**config.mk**
```make
export PLATFORM = sky130hd
export DESIGN_NAME = fifo_sync_param
export DESIGN_NICKNAME = d
export VERILOG_FILES = /design/src/rtl/fifo_sync_param.sv
export SDC_FILE = /design/constraint.sdc
export NUM_CORES = 1
export LEC_CHECK = 0
export CORE_MARGIN = 2
export CORE_UTILIZATION = 50
export CTS_BUF_LIST = sky130_fd_sc_hd__clkbuf_8
export CTS_CLUSTER_DIAMETER = 120
export DETAILED_ROUTE_END_ITERATION = 8
export PLACE_DENSITY = 0.75
export REMOVE_ABC_BUFFERS = 1
export SLEW_MARGIN = 20
export SYNTH_ARGS = -nofsm -noshare
export SYNTH_HDL_FRONTEND = slang
export SYNTH_SLANG_ARGS = --single-unit
```
**constraint.sdc**
```tcl
create_clock -name clk -period 3.3 [get_ports clk]
set_input_delay 0.495 -clock clk [delete_from_list [all_inputs] [get_ports clk]]
set_output_delay 0.495 -clock clk [all_outputs]
set_load 0.1 [all_outputs]
```
**src/rtl/fifo_sync_param.sv**
```systemverilog
// rtl/fifo_sync_param.sv - parametrised synchronous FIFO with occupancy, threshold flags and sticky errors
module fifo_sync_param #(
  parameter int unsigned DATA_WIDTH = 8,
  parameter int unsigned ADDR_WIDTH = 3,
  parameter int unsigned AF_TH      = 6,
  parameter int unsigned AE_TH      = 2
) (
  input  logic                  clk,
  input  logic                  reset_L,
  input  logic [DATA_WIDTH-1:0] FIFO_data_in,
  input  logic                  push,
  input  logic                  pop,
  output logic [DATA_WIDTH-1:0] FIFO_data_out,
  output logic                  valid_out,
  output logic                  full,
  output logic                  empty,
  output logic                  almost_full,
  output logic                  almost_empty,
  output logic [ADDR_WIDTH:0]   fifo_count,
  output logic                  overflow,
  output logic                  underflow
);

  localparam int unsigned        DEPTH   = 1 << ADDR_WIDTH;
  localparam logic [ADDR_WIDTH:0] DEPTH_C = DEPTH[ADDR_WIDTH:0];
  localparam logic [ADDR_WIDTH:0] AF_C    = AF_TH[ADDR_WIDTH:0];
  localparam logic [ADDR_WIDTH:0] AE_C    = AE_TH[ADDR_WIDTH:0];

  logic [DATA_WIDTH-1:0] mem [DEPTH];
  logic [ADDR_WIDTH-1:0] wr_ptr;
  logic [ADDR_WIDTH-1:0] rd_ptr;
  logic                  push_acc;
  logic                  pop_acc;

  assign full         = (fifo_count == DEPTH_C);
  assign empty        = (fifo_count == '0);
  assign almost_full  = (fifo_count >= AF_C);
  assign almost_empty = (fifo_count <= AE_C);

  // A pop frees a slot in the same edge, so a full FIFO still takes a push alongside it.
  assign pop_acc  = pop & ~empty;
  assign push_acc = push & (~full | pop_acc);

  // Storage is deliberately left unreset.
  always_ff @(posedge clk) begin
    if (push_acc) begin
      mem[wr_ptr] <= FIFO_data_in;
    end
  end

  always_ff @(posedge clk or negedge reset_L) begin
    if (!reset_L) begin
      wr_ptr        <= '0;
      rd_ptr        <= '0;
      fifo_count    <= '0;
      FIFO_data_out <= '0;
      valid_out     <= 1'b0;
      overflow      <= 1'b0;
      underflow     <= 1'b0;
    end else begin
      valid_out <= pop_acc;
      if (push_acc) begin
        wr_ptr <= wr_ptr + ADDR_WIDTH'(1);
      end
      if (pop_acc) begin
        FIFO_data_out <= mem[rd_ptr];
        rd_ptr        <= rd_ptr + ADDR_WIDTH'(1);
      end
      case ({push_acc, pop_acc})
        2'b10:   fifo_count <= fifo_count + (ADDR_WIDTH + 1)'(1);
        2'b01:   fifo_count <= fifo_count - (ADDR_WIDTH + 1)'(1);
        default: fifo_count <= fifo_count;
      endcase
      if (push && !push_acc) begin
        overflow <= 1'b1;
      end
      if (pop && !pop_acc) begin
        underflow <= 1'b1;
      end
    end
  end

endmodule

```
==> impl_metrics.yaml <==
finish:
  final_util_pct: 61.1
  antenna_cells: 0
  num-nets-final: 283
  final_common_cell: "edfxtp_1"
  drive_gt1_share_pct: 23.6
  layout_common_cells: "edfxtp_1, clkdlybuf4s50_1, buf_4"
  syn2layout_area_growth_pct: 18.2
  fin_area_um2: 4170
setup_path:
  critPathKind: "input port to register"
  crit_required_ns: 3.58
  cp-start-kind: "input port"
  critPathMaxStageDelay_ns: 0.72
  cp_cell_sequence: "clkdlybuf4s50_1 -> o41ai_4 -> or2_2 -> inv_1 -> ha_1 -> a21o_1 -> a21oi_1 -> mux2i_1 -> xor2_1"
  critPathMaxFanout: 8
  arrival_ns: 2.76
  crit_slowest_cell: "clkdlybuf4s50_1"
  timing.critical_path.to_type: "register"
yosys:
  yosys_most_used_dff: "edfxtp_1"
  ys_seq_area_share_pct: 69.3
  yosysWarnings: 0
  synth_cells: 224
  synth_area_um2: 3530
  ys_ff_latch: 85
  ys_types: 41
  synthArstFlopShare_pct: 24.7
  synth.avg_cell_area_um2: 15.8
  synth-edff-count: 64
timing:
  fmax_ghz: 0.403
  setup_viol: 0
  setup_slack_ns: 0.820
  worstMarginPinSlew_ns: 0.978
  hold_ws_ns: 0.462
  skew_ns: 0.00782
  final-hold-violation-count: 0
  slew_viol_final: 0
  post-route-min-period_ns: 2.48
  slew_headroom_pct: 34.6
  rsz0062_at_grt: "no"
  fin_crit_sh_pct: 75.1
floorplan:
  dieArea_um2: 7750
  pin_count: 31
  die_y_um: 88.0
  rows: 30
  core_um2: 6830
  dieWidth_um: 88.0
  start_util_pct: 51.7
grt:
  grt_pass1_vias: 1844
  grtUsageMet1_pct: 24.9
  use_met2_pct: 27.3
  use_met3_pct: 3.49
  busiest_layer: "met2"
  grt_pass1_wl_um: 9870
  antenna_found_initial: 0
  grt_overflow: 0
  grtUsageTotal_pct: 17.7
  grt_max_degree: 35
clock_network:
  cts_buffer_depth: 2
  cts_hold_buf: 0
  cts_sinks: 85
  path_clk_slew_ns: 0.09
  cts.repair.resized: 0
  cts_made_buffers: 9
  post_cts_buffers: 0
  tritoncts: "built"
  htreeDepth: 3
  root_buffer: "clkbuf_8"
  clk_latency_ns: 0.35
placed_design:
  portBuffers: 30
  dp_slack_ns: 0.431
  post_dp_cell_area_um2: 3980
  place.gp.congestion: 0.740
  dp_hpwl_um: 4000
routing:
  routed_wl_um: 6140
  wl_per_cell_um: 16.7
  initialDrtViolationCount: 189
  vias: 1948
  viasPerCell: 5.31
  ant_nets: 0
  dr.pass1.iters: 4
  drc: 0
run:
  cap_viol_max_count: 0
worst_hold_path:
  min_path_type: "register to register"
status:
  outcome: "completed"
==> metrics by stage <==
| stage | setup TNS [ns] | cells |
|---|---|---|
| finish | 0 | 367 |
| global placement | 0 | 351 |
| CTS | 0 | 367 |
| detailed placement | 0 | 351 |
| floorplan | -2.75 | 211 |
| global route | 0 | 367 |
==> logic make-up (layout without fill, tap and decap cells) <==
kind of cell	count (synthesis)	in the layout	synth area share, %
adder cells (fa/ha/maj)	5	5	1.98
XOR/XNOR	8	8	1.98
flip-flops	85	85	69.3
AO/OA/AOI/OAI	35	35	7.94
buffers and inverters	19	66	2.91
AND/OR/NAND/NOR	37	37	5.24
multiplexers	35	35	10.6
==> worst max-delay path, delay by kind of cell <==
family	cells	cell delay (ns)
AND/OR/NAND/NOR	1	0.33
XOR/XNOR	1	0.15
adder cells (fa/ha/maj)	1	0.23
multiplexers	1	0.23
buffers and inverters	2	0.81
AO/OA/AOI/OAI	3	0.50
==> synth_stat cells (3+ instances only) <==
cell	number	area share, %
a21o_1	3	0.64
a221o_1	8	2.3
buf_1	3	0.32
buf_2	4	0.57
dfrtp_1	21	15
edfxtp_1	64	54
ha_1	4	1.4
inv_1	5	0.53
mux2_2	15	4.8
mux2i_1	18	5.1
nand2_1	20	2.1
nor2_1	4	0.43
nor3_1	3	0.43
o21ai_1	8	1.1
o22ai_1	8	1.4
xnor2_1	6	1.5
==> layer usage <==
metal  vias to the layer above  wire length [um]
li1                        932                 -
met1                       958              2900
met2                        46              2890
met3                        12               237
met4                         0               112
met5                         -                 0
==> layout make-up <==
class | instances | area [um2]
Clock buffer | 9 | 124
Multi-Input combinational cell | 120 | 1000
Clock inverter | 7 | 68.8
Inverter | 6 | 22.5
Tap cell | 96 | 120
Fill cell | 537 | 2660
Timing Repair Buffer | 44 | 385
Sequential cell | 85 | 2450
==> registers in the layout, summed over array words and instances, names as in the netlist <==
signal	cells
fifo_count	4
underflow	1
rd_ptr	3
valid_out	1
mem	64
overflow	1
FIFO_data_out	8
wr_ptr	3
==> path summary, 6_finish.rpt <==
path                          startpoint             to  slack, ns  cells past startpoint
setup / recovery                     pop  fifo_count[3]       0.82                      9
min in group asynchronous        reset_L      underflow       0.49                      2
hold / removal                 underflow      underflow       0.46                      1
max in group asynchronous        reset_L      rd_ptr[0]       2.58                      2
hold reg to reg                underflow      underflow       0.46                      1
setup reg to reg           fifo_count[2]  fifo_count[3]       1.06                      8
Power is left out: the tool's default activity adds up to more than one toggle a clock period on the data nets, which glitch-free logic cannot reach.
==> RTL edit, RTL diff (config.mk and constraints unchanged) <==
The parameter `DATA_WIDTH` goes from 8 to 10.
--- a/src/rtl/fifo_sync_param.sv
+++ b/src/rtl/fifo_sync_param.sv
@@ -2,3 +2,3 @@
 module fifo_sync_param #(
-  parameter int unsigned DATA_WIDTH = 8,
+  parameter int unsigned DATA_WIDTH = 10,
   parameter int unsigned ADDR_WIDTH = 3,
Ports: changed (resized FIFO_data_in and FIFO_data_out); port bits go from 31 to 35. The function was not compared with the original's and may differ.
==> RTL edit against the original RTL <==
- sequential cell count rose by 18
- area after synthesis rose by 19%
- cell area rose by 17%
- routed wire length rose by 25%
- setup slack improved by 120 ps
- non-clock buffer count rose by 3
- first-iteration DRC count fell by 6.3%
- critical endpoint is now FIFO_data_out[4]
- largest cell class unchanged
- highest routed layer unchanged
Power is left out: the tool's default activity adds up to more than one toggle a clock period on the data nets, which glitch-free logic cannot reach.
==> RTL edit: results (changes against the original RTL) <==
\begin{tabular}{lr}
\hline
Metric & Value \\
\hline
\multicolumn{2}{l}{\textbf{Layout}} \\
\quad Non-filler cells, final & 413 (+13\%) \\
\quad Nets & 322 (+14\%) \\
\quad Area grow syn2layout & 16.01\% \\
\quad Layout cells sized above 1 & 0.2240 (-0.01214) \\
\multicolumn{2}{l}{\textbf{Place}} \\
\quad Worst slack at placement & 656.4 ps (+225.2 ps) \\
\quad Detailed-placement wirelength estimate & 4678 um (+17\%) \\
\multicolumn{2}{l}{\textbf{Synthesis}} \\
\quad Portion of the post-synthesis area used by sequential elements & 0.7071 (+0.01395) \\
\quad Ranking of synthesized cells by area & sky130\_fd\_sc\_hd\_\_edfxtp\_1, sky130\_fd\_sc\_hd\_\_dfrtp\_1, sky130\_fd\_sc\_hd\_\_mux2\_2, sky130\_fd\_sc\_hd\_\_mux2i\_1, sky130\_fd\_sc\_hd\_\_a221o\_1 \\
\quad Most common library cells after synthesis & sky130\_fd\_sc\_hd\_\_edfxtp\_1, sky130\_fd\_sc\_hd\_\_dfrtp\_1, sky130\_fd\_sc\_hd\_\_mux2i\_1, sky130\_fd\_sc\_hd\_\_nand2\_1, sky130\_fd\_sc\_hd\_\_mux2\_2 \\
\quad Gate count of the mapped netlist & 259 (+16\%) \\
\quad Area fraction in compound gates after synthesis & 0.07932 (about the same) \\
\quad Adder-cell area share of the yosys netlist & 0.01664 (-0.003207) \\
\quad XOR/XNOR Fraction of Synth Area & 0.01664 (-0.003207) \\
\quad Multiplexer area fraction after synthesis & 0.1093 (+0.003021) \\
\quad Number of distinct standard cells referenced by the synthesized netlist & 39 (-4.9\%) \\
\quad Fraction of synthesis flops using an asynchronous set or reset pin & 0.2233 (-0.02376) \\
\multicolumn{2}{l}{\textbf{Worst setup path}} \\
\quad Crit-path max cell delay & 1150 ps (+430 ps) \\
\quad Worst Path Arrival & 1870 ps (-890 ps) \\
\multicolumn{2}{l}{\textbf{GRT}} \\
\quad Wire length of the first global-routing pass & 12030 um (+22\%) \\
\quad Vias in the first global route & 2215 (+20\%) \\
\quad Largest net degree at the start of global routing & 43 (+23\%) \\
\multicolumn{2}{l}{\textbf{Routing}} \\
\quad Met3 layer wire length in the routed design & 534 um (+130\%) \\
\quad Vias after detailed routing & 2287 (+17\%) \\
\quad Met2 WL post-DR & 3801 um (+31\%) \\
\quad Starting DRC count in detailed routing & 177 (-6.3\%) \\
\quad WL met1 & 3282 um (+13\%) \\
\quad Mean routed wirelength per cell & 18.62 um (+11\%) \\
\multicolumn{2}{l}{\textbf{Status}} \\
\quad Run status & complete, no violations \\
\multicolumn{2}{l}{\textbf{Timing}} \\
\quad Layout Skew & 8.543 ps (+0.7215 ps) \\
\hline
\end{tabular}
[RTL edit: worst paths after layout]
check | start | endpoint | slack [ps] | cells past startpoint
worst min register to register | underflow | underflow | 460 | 1
min in group asynchronous | reset_L | overflow | 480 | 2
worst max-delay path | FIFO_data_out[4] | FIFO_data_out[4] | 940 | 1
max in group asynchronous | reset_L | rd_ptr[0] | 2540 | 2
worst max register to register | fifo_count[2] | fifo_count[3] | 1070 | 8
worst min-delay path | underflow | underflow | 460 | 1
[RTL edit: layout make-up]
| cell class | instances | share of cell area |
|---|---|---|
| Sequential cell | 103 | 0.6097 |
| Multi-Input combinational cell | 136 | 0.2333 |
| Timing Repair Buffer | 47 | 0.08553 |
| Tap cell | 105 | 0.02689 |
| Clock buffer | 9 | 0.02535 |
| Clock inverter | 7 | 0.01460 |
| Inverter | 6 | 0.004609 |
[RTL edit: per-layer routing]
metal  up-vias  track usage
met5         -            0
met4         0      0.07024
met3         6      0.04229
met2        70       0.2873
met1      1133       0.2548
li1       1078            -
